File: src/rtl/uint_div_pkg.sv
// ---------------------------------------------------------------------------
// uint_div_pkg
// Shared types and constants for the sequential unsigned divider.
//   div_state_e : controller states (IDLE, RUN, DONE)
//   DVD_W_DEF   : default dividend / quotient width
//   DVS_W_DEF   : default divisor / remainder width
//   CNT_W_DEF   : step counter width for the default dividend width
// ---------------------------------------------------------------------------
package uint_div_pkg;

    typedef enum logic [1:0] {
        IDLE = 2'd0,
        RUN  = 2'd1,
        DONE = 2'd2
    } div_state_e;

    localparam int DVD_W_DEF = 16;
    localparam int DVS_W_DEF = 8;
    localparam int CNT_W_DEF = $clog2(DVD_W_DEF);

endpackage

File: src/rtl/uint_div_step.sv
// ---------------------------------------------------------------------------
// uint_div_step
// One radix-2 restoring division step, purely combinational.
// Ports:
//   rem      in  DVS_W  partial remainder entering the step
//   dvd_msb  in  1      next dividend bit shifted into the remainder
//   divisor  in  DVS_W  divisor
//   rem_next out DVS_W  partial remainder leaving the step
//   qbit     out 1      quotient bit produced by this step
// ---------------------------------------------------------------------------
module uint_div_step #(
    parameter int DVS_W = 8
) (
    input  logic [DVS_W-1:0] rem,
    input  logic             dvd_msb,
    input  logic [DVS_W-1:0] divisor,
    output logic [DVS_W-1:0] rem_next,
    output logic             qbit
);

    logic [DVS_W:0] cand;
    logic [DVS_W:0] diff;

    // The extra top bit keeps the comparison exact; since rem < divisor on
    // entry, the difference always fits back into DVS_W bits.
    assign cand     = {rem, dvd_msb};
    assign diff     = cand - {1'b0, divisor};
    assign qbit     = (cand >= {1'b0, divisor});
    assign rem_next = qbit ? diff[DVS_W-1:0] : cand[DVS_W-1:0];

endmodule

File: src/rtl/uint_divider16.sv
// ---------------------------------------------------------------------------
// uint_divider16
// Sequential unsigned divider, one quotient bit per cycle (restoring).
// Optional build macro: UINT_DIVIDER16_DBZ_FAST_EN -- divide-by-zero skips
// the iteration and completes straight from IDLE with identical results.
// Ports:
//   clk, rst_n    clock, synchronous active-low reset
//   in_valid      operands present        in_ready   idle, can accept
//   dividend      DVD_W-bit dividend      divisor    DVS_W-bit divisor
//   out_valid     result present          out_ready  consumer accepts
//   quotient      DVD_W-bit quotient      remainder  DVS_W-bit remainder
//   div_by_zero   divisor was 0 for the presented result
// ---------------------------------------------------------------------------
module uint_divider16
    import uint_div_pkg::*;
#(
    parameter int DVD_W = DVD_W_DEF,
    parameter int DVS_W = DVS_W_DEF
) (
    input  logic             clk,
    input  logic             rst_n,
    input  logic             in_valid,
    output logic             in_ready,
    input  logic [DVD_W-1:0] dividend,
    input  logic [DVS_W-1:0] divisor,
    output logic             out_valid,
    input  logic             out_ready,
    output logic [DVD_W-1:0] quotient,
    output logic [DVS_W-1:0] remainder,
    output logic             div_by_zero
);

    localparam int CNT_W = $clog2(DVD_W);

    div_state_e       state_q, state_d;
    logic [CNT_W-1:0] cnt_q;
    logic [DVD_W-1:0] dvd_q;     // dividend shifts out the top, quotient in the bottom
    logic [DVS_W-1:0] rem_q;
    logic [DVS_W-1:0] dvs_q;
    logic             dbz_q;
    logic [DVD_W-1:0] quot_out_q;
    logic [DVS_W-1:0] rem_out_q;
    logic             dbz_out_q;

    logic [DVS_W-1:0] rem_next;
    logic             qbit;

    uint_div_step #(.DVS_W(DVS_W)) u_step (
        .rem      (rem_q),
        .dvd_msb  (dvd_q[DVD_W-1]),
        .divisor  (dvs_q),
        .rem_next (rem_next),
        .qbit     (qbit)
    );

    always_comb begin
        state_d = state_q;
        case (state_q)
            IDLE: begin
                if (in_valid) begin
`ifdef UINT_DIVIDER16_DBZ_FAST_EN
                    state_d = (divisor == '0) ? DONE : RUN;
`else
                    state_d = RUN;
`endif
                end
            end
            RUN:     if (cnt_q == '0) state_d = DONE;
            DONE:    if (out_ready)   state_d = IDLE;
            default: state_d = IDLE;
        endcase
    end

    always_ff @(posedge clk) begin
        if (!rst_n) begin
            state_q    <= IDLE;
            cnt_q      <= '0;
            dvd_q      <= '0;
            rem_q      <= '0;
            dvs_q      <= '0;
            dbz_q      <= 1'b0;
            quot_out_q <= '0;
            rem_out_q  <= '0;
            dbz_out_q  <= 1'b0;
        end else begin
            state_q <= state_d;
            case (state_q)
                IDLE: begin
                    if (in_valid) begin
                        dvd_q <= dividend;
                        dvs_q <= divisor;
                        rem_q <= '0;
                        cnt_q <= CNT_W'(DVD_W - 1);
                        dbz_q <= (divisor == '0);
`ifdef UINT_DIVIDER16_DBZ_FAST_EN
                        // Same values the full iteration would reach with a zero divisor.
                        if (divisor == '0) begin
                            quot_out_q <= '1;
                            rem_out_q  <= dividend[DVS_W-1:0];
                            dbz_out_q  <= 1'b1;
                        end
`endif
                    end
                end
                RUN: begin
                    rem_q <= rem_next;
                    dvd_q <= {dvd_q[DVD_W-2:0], qbit};
                    if (cnt_q == '0) begin
                        // Result registers only move on completion so the
                        // outputs hold steady through IDLE and RUN.
                        quot_out_q <= {dvd_q[DVD_W-2:0], qbit};
                        rem_out_q  <= rem_next;
                        dbz_out_q  <= dbz_q;
                    end else begin
                        cnt_q <= cnt_q - 1'b1;
                    end
                end
                default: ;
            endcase
        end
    end

    assign in_ready    = (state_q == IDLE);
    assign out_valid   = (state_q == DONE);
    assign quotient    = quot_out_q;
    assign remainder   = rem_out_q;
    assign div_by_zero = dbz_out_q;

endmodule
File: config.mk
export PLATFORM = sky130hd
export DESIGN_NAME = uint_divider16
export DESIGN_NICKNAME = d
export VERILOG_FILES = /design/src/rtl/uint_div_pkg.sv /design/src/rtl/uint_div_step.sv /design/src/rtl/uint_divider16.sv
export SDC_FILE = /design/constraint.sdc
export NUM_CORES = 1
export LEC_CHECK = 0
export BUFFER_PORTS_ARGS = -buffer_cell sky130_fd_sc_hd__buf_2
export CAP_MARGIN = 25
export CORE_MARGIN = 10
export CORE_UTILIZATION = 40
export CTS_CLUSTER_DIAMETER = 40
export DETAILED_ROUTE_END_ITERATION = 8
export HOLD_SLACK_MARGIN = 0.03
export SYNTH_ARGS = -nofsm -noshare
export SYNTH_HDL_FRONTEND = slang
export SYNTH_SLANG_ARGS = --single-unit
File: constraint.sdc
create_clock -name clk -period 5.5 [get_ports clk]
set_clock_uncertainty 0.1 [all_clocks]
set_input_delay 0.825 -clock clk [delete_from_list [all_inputs] [get_ports clk]]
set_output_delay 0.825 -clock clk [all_outputs]
set_load 0.02 [all_outputs]
==> flow_metrics.tcl, run 1 <==
set metrics [dict create \
    outcome "finished, final reports clean" \
    crit_type "register to register" \
    async_flop_share_pct 0 \
    hp-start "quotient[3]" \
    design_area_um2 3530 \
    grt_max_degree 52 \
    synth_area_leader_cell "dfxtp_1" \
    worst_skew_pair.late_latency_ps 340 \
    hold_path_end "quotient[3]" \
    setup-tns-final_ps 0 \
    path_delay_family "compound AO/OA/AOI/OAI gates" \
    syn-mean-instance-area_um2 7.85 \
    numCtsBuffers 9 \
    finalSetupViolations 0 \
    core_um2 7330 \
    fmax_mhz 405 \
    syn_nets 426 \
    hp-class "register to register" \
    max_slew.worst_pin.slew_ps 989 \
    viasPerCell 5.40 \
    drt-total-wl_um 7990 \
    crit_path_end_kind "register" \
    pre_cts_ws_ps 2980 \
    hold_violations 0 \
    finalCriticalPeriod_ps 2470 \
    cts.htree.levels 3 \
    postRouteAntennaNets 0 \
    ys_seq_area_share_pct 42.1 \
    cp_slowest_cell "or3_1" \
    regArea_um2 1280 \
    synth.distinct_cells 50 \
    hold_depth 2 \
    synth_area_leaders "dfxtp_1 42%, nand2_1 12%, a21oi_1 6.2%, a311oi_1 4.9%, ha_1 3.7%" \
    rr_startpoint "rem_q[5]" \
    via_count 2886 \
    drc_errors 0 \
    port-buffer-count 54 \
    dp_hpwl_um 5560 \
    die_area_um2 11500 \
    p_per_area_nw_per_um2 415 \
    antennaDiodeCount 0 \
    grt_antenna_before_repair 0 \
    slew_headroom_pct 33.9 \
    cts_sinks 64 \
    cts.clk_slew.worst_paths_ps 70 \
    ys_warn_count 0 \
    worstRegToRegCells 6 \
    die_x_um 107 \
    drive_above_1_share_pct 18.9 \
    ios 55 \
    postSynthCellCount 388 \
    crit_path_start_kind "register" \
    start_util_pct 41.6 \
    synthTopCellsByCount "94 x nand2_1, 64 x dfxtp_1, 38 x a21oi_1, 25 x nor2_1, 23 x clkbuf_1" \
    root_buffer "clkbuf_8" \
    irDropWorstVdd_mv 0.186 \
    ctsResizeCount 0 \
    row_count 31 \
    chipHeight_um 107 \
    cp.arrival_ps 2590 \
    rsz0062_at_grt "no" \
    worstPathRequired_ps 5620 \
    syn_area_um2 3050 \
    grt_pass1_wl_um 13400 \
    synth.top_cell.area_share_pct 42.1 \
    setup_slack_ps 3030 \
    placed_area_um2 3360 \
    finalMaxSlewViolations 0 \
    wl_per_cell_um 15.0 \
    dr.pass1.iters 4 \
    detail_route.iter0.violations 137 \
    globalRoute.totalOverflow 0 \
    cts_setup_buffers 0 \
    worstPathMaxFanout 15 \
    syn_to_final_growth_pct 15.9 \
    nNetsFinal 468 \
    yosysMostFrequentCell "nand2_1" \
    grt_pass1_vias 2791 \
    grt_use_total_pct 14.1 \
    reg2reg_to "rem_q[6]" \
    crit_path_max_incr_delay_ps 560 \
    tritoncts "done" \
    crit_buf_inv 0 \
    multi_input_area_um2 1590 \
    synth_top_flop_cell "dfxtp_1" \
    period_share_pct 44.8 \
    synth-seq-cells 64 \
    fillers 749 \
    leakagePower_nw 1.42 \
    max-cap-violations 0 \
    worstPathCellList "ha_1, a21oi_1, nor2b_1, or3_1, o22ai_1, a21oi_1" \
    cts.path.max_buffers 2 \
    r2r_slack_ps 3030 \
    cts_hold_buffers 0 \
    synth_enable_flop_cells 0 \
    crit_top_cell "a21oi_1" \
    place.gp.congestion 0.838 \
]
## worst max-delay path by stage
stage	from	to	slack, ps	cells past startpoint
final	rem_q[5]	rem_q[6]	3030	6
after global placement	in_valid	rem_q[5]	3030	5
after global routing	dvs_q[6]	remainder[7]	2900	7
after floorplan	dvs_q[6]	remainder[2]	3390	9
after detailed placement	in_valid	rem_q[5]	2980	5
after CTS	rem_q[5]	remainder[7]	3050	6
## cell usage in the layout (no fill, tap or decap), types with 2 or more instances in the layout
master	synthesis	routed
xor2_1	2	2
inv_1	16	16
clkbuf_8	0	9
a211oi_1	3	3
a2111o_1	2	2
o31ai_1	4	4
nor3_1	7	7
a31oi_1	8	8
nor4_1	3	3
clkinv_2	0	3
ha_1	9	9
dfxtp_1	64	64
nand2b_1	2	2
buf_2	1	54
xnor2_1	2	2
a21oi_1	38	38
buf_4	1	4
nor2b_1	4	4
nand2_1	94	94
nor2_1	25	24
or2_2	2	2
a311oi_1	17	17
o21ai_0	14	14
o22ai_1	3	3
nand3_1	13	13
mux2i_1	2	2
o211ai_1	4	4
clkinvlp_4	0	2
o2111ai_1	2	2
## registers in the layout, indices dropped and copies added, names as in the netlist
register and count:
state_q 2, rem_q 8, div_by_zero 1, dvd_q 16, dbz_q 1, cnt_q 4
remainder 8, dvs_q 8, quotient 16
## metrics by stage
stage | power [W] | hold slack, ps | cells | utilization [%]
2_1_floorplan | 0.000999 | 332 | 388 | -
3_3_place_gp | 0.00111 | 343 | 518 | 45.8
3_5_place_dp | 0.00111 | 343 | 518 | 45.8
4_1_cts | 0.00147 | 354 | 534 | 48.2
5_1_grt | 0.00157 | 371 | 534 | 48.2
6_report | 0.00146 | 352 | 534 | 48.2
## per-layer routing
metal	vias up	share of wire, %	global-route usage (%)	wire length (um)
met5	-	0	0	0
met3	9	7.4	5.09	590
met4	0	1.2	5.13	97
met2	78	45	21.9	3600
li1	1459	-	-	-
met1	1340	46	17.6	3700
## where the power goes
group / total, W / leakage (nW) / internal, W / switching (W)
registers: 0.000551 / 0.523 / 0.000511 / 0.0000408
clock network: 0.000355 / 0.0854 / 0.000163 / 0.000192
logic: 0.000558 / 0.808 / 0.000201 / 0.000357
total: 0.00146 / 1.42 / 0.000874 / 0.000590
## worst register-to-register path, delay by kind of cell (launching register included)
family	cells	cell delay, ps
AO/OA/AOI/OAI	3	820
adder cells (fa/ha/maj)	1	380
flip-flops	1	360
AND/OR/NAND/NOR	2	690
## final cells by class
class                      count  share of cell area (%)
multi-input combinational    281                    45.1
clock inverter                 7                    1.35
clock buffer                   9                    3.51
timing repair buffer          58                    8.50
tap                           99                    3.51
inverter                      16                    1.70
sequential                    64                    36.3
## logic make-up (layout without fill, tap and decap cells)
logic type | count (synthesis) | in the layout | synth area share (%)
multiplexers | 2 | 2 | 0.657
AO/OA/AOI/OAI | 109 | 109 | 24.4
AND/OR/NAND/NOR | 156 | 156 | 21.6
buffers and inverters | 43 | 90 | 5.71
XOR/XNOR | 4 | 4 | 1.15
flip-flops | 64 | 64 | 42.1
adder cells (fa/ha/maj) | 10 | 10 | 4.35
No activity file was read; power rests on OpenSTA's default activity.
==> run 2, diff against run 1 <==
clock period = 2.1 ns   (was 5.5 ns; I/O delays follow)
==> run 2 against run 1 <==
Against the previous run: via count rose by 6.5%; non-clock buffer count up 46; flip-flop and latch count did not move; critical path type unchanged; largest cell class unchanged; largest power group unchanged.
==> flow_metrics.tcl, run 2 (synthesis gave the netlist of run 1 again) <==
set metrics [dict create \
    drc_errors 0 \
    grt_use_total_pct 15.4 \
    dr.pass1.iters 4 \
    setup_slack_ps 18.6 \
    syn_to_final_growth_pct 36.6 \
    grt_max_degree 38 \
    final_cell_count_no_fill 579 \
    design_area_um2 4160 \
    worstRegToRegCells 7 \
    crit_path_end_kind "register" \
    cts_hold_buffers 0 \
    finalMaxSlewViolations 0 \
    antennaDiodeCount 0 \
    postRouteAntennaNets 0 \
    crit_type "register to register" \
    via_count 3075 \
    placed_area_um2 3690 \
    worstPathRequired_ps 2210 \
    max-cap-violations 0 \
    place_inst 557 \
    fillers 696 \
    die_area_um2 11500 \
    p_per_area_nw_per_um2 1210 \
    hold_depth 3 \
    root_buffer "clkbuf_8" \
    max_slew.worst_pin.slew_ps 846 \
    cts.clk_slew.worst_paths_ps 70 \
    hold_violations 0 \
    grt_antenna_before_repair 0 \
    numCtsBuffers 9 \
    wl_per_cell_um 15.5 \
    die_x_um 107 \
    drive_above_1_share_pct 34.6 \
    dp_hpwl_um 6330 \
    nNetsFinal 514 \
    slew_headroom_pct 43.2 \
    clockPowerShare_pct 22.9 \
    period_share_pct 99.1 \
    multi_input_area_um2 1760 \
    globalRoute.totalOverflow 0 \
    start_util_pct 41.6 \
    drt-total-wl_um 8980 \
    cts_sinks 64 \
    detail_route.iter0.violations 168 \
    place.gp.congestion 0.893 \
    ios 55 \
    irDropWorstVdd_mv 0.458 \
    p_int_w 0.00318 \
    grt_pass1_vias 2960 \
    crit_path_start_kind "register" \
    outcome "finished, final reports clean" \
    port-buffer-count 54 \
    pre_cts_ws_ps -41.0 \
    worst_skew_pair.late_latency_ps 350 \
    core_um2 7330 \
    finalSetupViolations 0 \
    setup-tns-final_ps 0 \
    cp.arrival_ps 2190 \
    final_core_utilization_pct 56.8 \
    cts.htree.levels 3 \
    seqPwrFrac_pct 28.8 \
    layout_commonest_cell "nand2_1" \
    tritoncts "done" \
    cts.path.max_buffers 2 \
    finalCriticalPeriod_ps 2080 \
    final_cell_mix "94 x nand2_1, 54 x dfxtp_1, 54 x buf_2" \
    fmax_mhz 480 \
    leakagePower_nw 1.72 \
    worstPathMaxFanout 9 \
    grt_pass1_wl_um 14600 \
    netSwitchingPower_w 0.00186 \
    comb_power_share_pct 48.3 \
    swShare_pct 36.9 \
    chipHeight_um 107 \
    rsz0062_at_grt "yes" \
    regArea_um2 1300 \
    hp-class "input pin to register" \
    row_count 31 \
    viasPerCell 5.31 \
]
run 2: changes by cell type in the layout (fill, tap and decap cells not counted), sizes merged:
cell      before  now
clkinvlp       2    0
bufinv         0    2
buf           58  103
clkbuf         9   10
clkinv         4    3
run 2: path summary, 6_finish.rpt:
kind | start | end | slack [ps]
worst max-delay path | cnt_q[0] | remainder[2] | 20
worst min-delay path | divisor[1] | dvs_q[1] | 110
worst max register to register | cnt_q[0] | remainder[2] | 20
worst min register to register | quotient[4] | quotient[4] | 350
run 2: worst max-delay path, stage by stage (launching register included):
cell and delay [ps]:
dfxtp_1 340, inv_1 60, ha_1 180, or3b_1 450, or2_2 410, buf_4 200
nand3_1 110, o211ai_1 120
run 2: per-stage QoR:
step,total power (W),hold WS (ps)
after floorplan,0.00264,332
after global placement,0.00331,340
after detailed placement,0.00331,345
after CTS,0.00459,106
after global routing,0.00532,110
final,0.00504,109
run 2: area by class of cell:
type / instances / share of cell area, %
multi-input combinational: 281 / 42.4
sequential: 64 / 31.2
timing repair buffer: 104 / 17.0
clock buffer: 9 / 2.98
tap: 99 / 2.98
clock inverter: 6 / 2.02
inverter: 16 / 1.44
run 2: layer usage:
layer | share of wire (%) | routed length, um | global-route usage (%)
met2 | 45 | 4010 | 22.3
met5 | 0 | 0 | 0
met4 | 1.1 | 101 | 5.80
met1 | 48 | 4350 | 21.5
met3 | 5.8 | 517 | 3.59
run 2: timing repair:
action | 4_1_cts | 5_1_grt
endpoints found under the setup margin | 13 | 18
pin swaps | 3 | 11
buffers inserted | 3 | 3
endpoints found under the hold margin | 0 | 0
resized for setup | 6 | 44
gates cloned | 0 | 1
run 2: power by group through the flow:
stage / clock network [W] / logic (W) / registers (W)
2_1_floorplan: 0 / 0.00117 / 0.00147
3_3_place_gp: 0 / 0.00185 / 0.00146
5_1_grt: 0.00122 / 0.00264 / 0.00147
3_5_place_dp: 0 / 0.00185 / 0.00146
6_report: 0.00116 / 0.00243 / 0.00145
4_1_cts: 0.00117 / 0.00197 / 0.00144
